[src/rtl/immed_gen_pipe_pkg.sv]
// otter_imm_pkg: immediate-format selector encoding and legal parameter limits
package otter_imm_pkg;
  typedef enum logic [2:0] {
    IMM_I = 3'b000,
    IMM_S = 3'b001,
    IMM_B = 3'b010,
    IMM_U = 3'b011,
    IMM_J = 3'b100,
    IMM_Z = 3'b101
  } imm_sel_t;
  localparam int XLEN_32    = 32;
  localparam int XLEN_64    = 64;
  localparam int MAX_STAGES = 3;
endpackage

[src/rtl/immed_gen_pipe_if.sv]
// immed_gen_pipe_if: decode-side bus of the immediate pipe; err_count exists only with IMM_ERR_CNT_EN
interface immed_gen_pipe_if #(parameter int XLEN = 32);
  logic [31:0]     ir;
  logic [2:0]      immed_sel;
  logic            valid_in;
  logic            stall;
  logic            flush;
  logic [XLEN-1:0] immed_ext;
  logic            valid_out;
  logic            imm_err;
`ifdef IMM_ERR_CNT_EN
  logic [7:0]      err_count;
`endif
  modport master (
    output ir, immed_sel, valid_in, stall, flush,
    input  immed_ext, valid_out, imm_err
`ifdef IMM_ERR_CNT_EN
    , input err_count
`endif
  );
  modport slave (
    input  ir, immed_sel, valid_in, stall, flush,
    output immed_ext, valid_out, imm_err
`ifdef IMM_ERR_CNT_EN
    , output err_count
`endif
  );
endinterface

[src/rtl/immed_gen_pipe_imm_extract.sv]
// imm_extract: combinational I/S/B/U/J/Z immediate decode, sign-extended to XLEN
module imm_extract
  import otter_imm_pkg::*;
#(
  parameter int XLEN = 32
) (
  input  logic [31:0]     ir,
  input  logic [2:0]      sel,
  output logic            err,
  output logic [XLEN-1:0] data
);
  logic [31:0] raw;
  always_comb begin
    raw = sel == IMM_I ? {{20{ir[31]}}, ir[31:20]} :
          sel == IMM_S ? {{20{ir[31]}}, ir[31:25], ir[11:7]} :
          sel == IMM_B ? {{19{ir[31]}}, ir[31], ir[7], ir[30:25], ir[11:8], 1'b0} :
          sel == IMM_U ? {ir[31:12], 12'b0} :
          sel == IMM_J ? {{11{ir[31]}}, ir[31], ir[19:12], ir[20], ir[30:21], 1'b0} :
          sel == IMM_Z ? {27'b0, ir[19:15]} : 32'b0;
  end
  // Z has bit 31 clear, so the common sign extension leaves its upper bits zero
  assign data = XLEN'($signed(raw));
  assign err  = sel[2] & sel[1];
endmodule

[src/rtl/immed_gen_pipe.sv]
// immed_gen_pipe: STAGES-deep registered immediate generator; define IMM_ERR_CNT_EN to add err_count
module immed_gen_pipe
  import otter_imm_pkg::*;
#(
  parameter int XLEN   = 32,
  parameter int STAGES = 1
) (
  input logic             clk,
  input logic             rst_n,
  immed_gen_pipe_if.slave bus
);
  if (!(XLEN == XLEN_32 || XLEN == XLEN_64) || STAGES < 1 || STAGES > MAX_STAGES) begin : g_bad
    $fatal(1, "immed_gen_pipe: unsupported XLEN/STAGES");
  end

  logic            ext_err;
  logic [XLEN-1:0] ext_data;

  imm_extract #(.XLEN(XLEN)) u_ext (
    .ir   (bus.ir),
    .sel  (bus.immed_sel),
    .err  (ext_err),
    .data (ext_data)
  );

  // index 0 is the decoded input, index k the output of stage k
  logic            sv [STAGES+1];
  logic            se [STAGES+1];
  logic [XLEN-1:0] sd [STAGES+1];

  assign sv[0] = bus.valid_in;
  assign se[0] = ext_err;
  assign sd[0] = ext_data;

  for (genvar i = 0; i < STAGES; i++) begin : g_stg
    logic            v;
    logic            e;
    logic [XLEN-1:0] d;
    always_ff @(posedge clk or negedge rst_n) begin
      if (!rst_n) begin
        v <= 1'b0;
        e <= 1'b0;
        d <= '0;
      end else if (bus.flush) begin
        v <= 1'b0;
        e <= 1'b0;
      end else if (!bus.stall) begin
        v <= sv[i];
        if (sv[i]) begin
          e <= se[i];
          d <= sd[i];
        end
      end
    end
    assign sv[i+1] = v;
    assign se[i+1] = e;
    assign sd[i+1] = d;
  end

  assign bus.valid_out = sv[STAGES];
  assign bus.imm_err   = se[STAGES];
  assign bus.immed_ext = sd[STAGES];

`ifdef IMM_ERR_CNT_EN
  logic [7:0] cnt;
  // counts on the edge an erroneous entry lands in the last stage, so a stalled one is counted once
  always_ff @(posedge clk or negedge rst_n) begin
    if (!rst_n)
      cnt <= '0;
    else if (!bus.flush && !bus.stall && sv[STAGES-1] && se[STAGES-1] && cnt != 8'hFF)
      cnt <= cnt + 8'd1;
  end
  assign bus.err_count = cnt;
`endif
endmodule

[src/flat_wrapper.sv]
// flat-port wrapper written by rule: the top's interface ports become plain ports
module immed_gen_pipe_flat import otter_imm_pkg::*;
#(
  parameter int XLEN   = 32,
  parameter int STAGES = 1
)
  (clk, rst_n, bus_ir, bus_immed_sel, bus_valid_in, bus_stall, bus_flush, bus_immed_ext, bus_valid_out, bus_imm_err);
  immed_gen_pipe_if #(.XLEN(XLEN)) bus_i ();
  input logic clk;
  input logic rst_n;
  input wire logic [$bits(bus_i.ir)-1:0] bus_ir;
  input wire logic [$bits(bus_i.immed_sel)-1:0] bus_immed_sel;
  input wire logic [$bits(bus_i.valid_in)-1:0] bus_valid_in;
  input wire logic [$bits(bus_i.stall)-1:0] bus_stall;
  input wire logic [$bits(bus_i.flush)-1:0] bus_flush;
  output wire logic [$bits(bus_i.immed_ext)-1:0] bus_immed_ext;
  output wire logic [$bits(bus_i.valid_out)-1:0] bus_valid_out;
  output wire logic [$bits(bus_i.imm_err)-1:0] bus_imm_err;
  assign bus_i.ir = bus_ir;
  assign bus_i.immed_sel = bus_immed_sel;
  assign bus_i.valid_in = bus_valid_in;
  assign bus_i.stall = bus_stall;
  assign bus_i.flush = bus_flush;
  assign bus_immed_ext = bus_i.immed_ext;
  assign bus_valid_out = bus_i.valid_out;
  assign bus_imm_err = bus_i.imm_err;
  immed_gen_pipe #(.XLEN(XLEN), .STAGES(STAGES)) u_core (.clk(clk), .rst_n(rst_n), .bus(bus_i));
endmodule
[config.mk]
export PLATFORM = sky130hd
export DESIGN_NAME = immed_gen_pipe_flat
export DESIGN_NICKNAME = d
export VERILOG_FILES = /design/src/rtl/immed_gen_pipe_pkg.sv /design/src/rtl/immed_gen_pipe_if.sv /design/src/rtl/immed_gen_pipe_imm_extract.sv /design/src/rtl/immed_gen_pipe.sv /design/src/flat_wrapper.sv
export SDC_FILE = /design/constraint.sdc
export NUM_CORES = 1
export LEC_CHECK = 0
export ABC_AREA = 0
export BUFFER_PORTS_ARGS = -buffer_cell sky130_fd_sc_hd__buf_4
export CAP_MARGIN = 20
export CORE_MARGIN = 2
export CORE_UTILIZATION = 46
export DETAILED_ROUTE_END_ITERATION = 16
export PLACE_DENSITY = 0.79
export SLEW_MARGIN = 5
export SYNTH_ARGS = -nofsm -noshare
export SYNTH_HDL_FRONTEND = slang
export SYNTH_SLANG_ARGS = --single-unit
export TNS_END_PERCENT = 30
[constraint.sdc]
create_clock -name clk -period 0.87 [get_ports clk]
set_input_delay 0 -clock clk [delete_from_list [all_inputs] [get_ports clk]]
set_output_delay 0 -clock clk [all_outputs]
set_load 0.02 [all_outputs]
==> impl_metrics.toml <==
[outcome]
outcome = "complete, but fails checks"
violations = "hold timing, setup timing"

[synthesis]
syn_nets = 208
synth_area_per_cell_um2 = 9.59
async_reset_ff_share_pct = 100
ys_warn_count = 0
syn-cell-area_mm2 = 0.00161
synth_edf_count = 0
postSynth.topFlopCell = "dfrtp_1"
syn_inst = 168
ys_types = 27
synth_top_area_cell = "dfrtp_1"
synth_most_common_cell = "a21oi_1"
synth_top_area_share_pct = 52.8
synth_common_cells = "a21oi_1 (38), dfrtp_1 (34), nor2_1 (33)"
seq_area_frac_synth_pct = 52.8
synth.area.top_cells = "dfrtp_1 (53%), a21oi_1 (12%), nor2_1 (7.7%), nand2_1 (4.0%), mux2i_1 (2.5%)"
ys_seq_elements = 34

[placed_design]
dp_hpwl_mm = 2.90
dp.cells = 282
port_buffers = 66
gp_congestion = 0.785

[setup_path]
path_cells = "buf_6"
end_kind = "output pin"
critPathMaxStageDelay_ns = 0.42
crit_type = "register to output pin"
crit_buf_inv = 1
startpoint_type = "register"
cp_slowest_cell = "dfrtp_1"
path_max_fanout = 2
arrival_ns = 0.91
cp.required_ns = 0.87
path_delay_family = "flip-flops"

[clock_tree]
clk_latency_ns = 0.34
cts_sinks = 34
root_buffer = "clkbuf_4"
htree_levels = 2
clk_pin_slew_ns = 0.10
cts_buffer_depth = 2
cts_made_buffers = 5
cts_tree = "done"

[timing]
max_freq_mhz = 1100
slew_headroom_pct = 71.0
finalCriticalPeriod_ns = 0.911
setup_violations = 35
slew_violations = 0
period_share_pct = 105
worst_slack_ns = -0.0408
worst_clock_skew_ns = 0
timing.hold.ws_ns = -0.0231
finalHoldViolations = 3
worst_slew_pin_slew_ns = 0.434
rsz0062_at_grt = "yes"

[routing]
dr.pass1.iters = 4
antenna_left = 0
vias = 1703
wl_mm = 4.97
drc = 0
routed_via_density = 5.32
initialDrtViolationCount = 66
wl_per_cell_um = 15.5

[flow_run]
max_cap_violations = 0

[floorplan]
die_area_mm2 = 0.00399
core_mm2 = 0.00336
placementRows = 21
die_x_um = 63.2
die_h_um = 63.2
initial_core_util_pct = 47.9
boundaryPins = 74

[global_route]
grt_overflow_total = 0
grt_pass1_vias = 1630
grt_pass1_wl_mm = 7.60
antenna_found_initial = 0
grt.total_usage_pct = 24.3
grt_max_degree = 35

[pwr]
power.leakage_nw = 1.30
power_density_mw_per_mm2 = 1730
peakVddDrop_mv = 1.25

[layout]
drive_gt1_share_pct = 42.0
nNetsFinal = 313
fillers = 199
final_util_pct = 82.2
final_cell_count_no_fill = 320
syn_to_final_growth_pct = 71.6
diodes = 0

[min_path]
hold_class = "primary input to register"
[report_power, final]
part	internal, mW	total (mW)	switching, mW	leakage, nW
logic	0.958	1.82	0.859	0.860
clock network	0.391	0.928	0.537	0.0353
registers	1.84	2.04	0.201	0.408
total	3.19	4.78	1.60	1.30
[path summary, 6_finish.rpt]
check                                    startpoint                        to  slack, ns  depth (start not counted)
max                        u_core.bus.immed_ext[22]         bus_immed_ext[22]      -0.04                          1
max in group asynchronous                     rst_n  u_core.bus.immed_ext[28]       0.43                          2
max reg2reg                 u_core.bus.immed_ext[7]   u_core.bus.immed_ext[7]      -0.01                          2
min reg2reg                 u_core.bus.immed_ext[0]   u_core.bus.immed_ext[0]       0.53                          2
min in group asynchronous                     rst_n  u_core.bus.immed_ext[19]       0.12                          2
min                                      bus_ir[10]   u_core.bus.immed_ext[3]      -0.02                          3
[cells in the final DEF, fill, tap and decap left out, drive strengths merged, types with 2 or more instances in the layout]
master	n
dlygate4sd3	22
a31oi	5
nor2	35
dlymetal6s4s	2
dfrtp	34
buf	85
o21ai	2
a21oi	38
nand2	17
a22o	6
mux2i	4
nand2b	3
a211oi	4
clkbuf	7
[stage by stage]
step                      area (um2)  power (mW)  setup WS, ns  TNS [ns]
final                           2770        4.78       -0.0408    -0.663
after global routing            2770        5.00       -0.0588     -1.47
after CTS                       2650        4.67       -0.0394    -0.726
after detailed placement        2200        3.44        -0.230     -5.35
after global placement          2200        3.41        -0.219     -5.08
after floorplan                 1610        2.73       -0.0809     -1.72
[state kept, by name, summed over array words and instances, names as in the netlist]
signal and cells:
u_core.bus.imm_err 1, u_core.bus.immed_ext 32, u_core.bus.valid_out 1
[layout make-up]
type / instances / area [um2] / area share [%]
clock inverter: 1 / 5.00 / 0.181
inverter: 1 / 3.75 / 0.136
timing repair buffer: 109 / 1050 / 38.1
multi-input combinational: 122 / 741 / 26.8
sequential: 34 / 851 / 30.8
clock buffer: 7 / 55.1 / 1.99
tap: 46 / 57.6 / 2.08
[kinds of logic after synthesis]
group | Yosys count | share of synthesized area [%]
compound gates | 60 | 23.3
simple gates | 58 | 16.0
flops | 34 | 52.8
buf+inv | 12 | 5.43
mux | 4 | 2.48
[what timing repair did]
item	CTS	global route
gates cloned	0	1
hold buffers	24	0
setup endpoints to repair	34	60
resized for setup	34	25
pin swaps	0	7
hold endpoints to repair	63	0
setup buffers	3	4
[worst register-to-register path: stages, from the launching register on]
cell and delay (ns):
dfrtp_1 0.41, buf_4 0.14, a22o_2 0.22
[per-layer routing]
metal | global-route usage, % | share of wire, % | vias up
met3 | 3.93 | 5.6 | 10
met1 | 30.4 | 39 | 824
met2 | 42.6 | 54 | 71
li1 | - | - | 798
met5 | 0 | 0 | -
met4 | 8.97 | 1.6 | 0
Note: power is estimated with default switching activity, not from simulation.
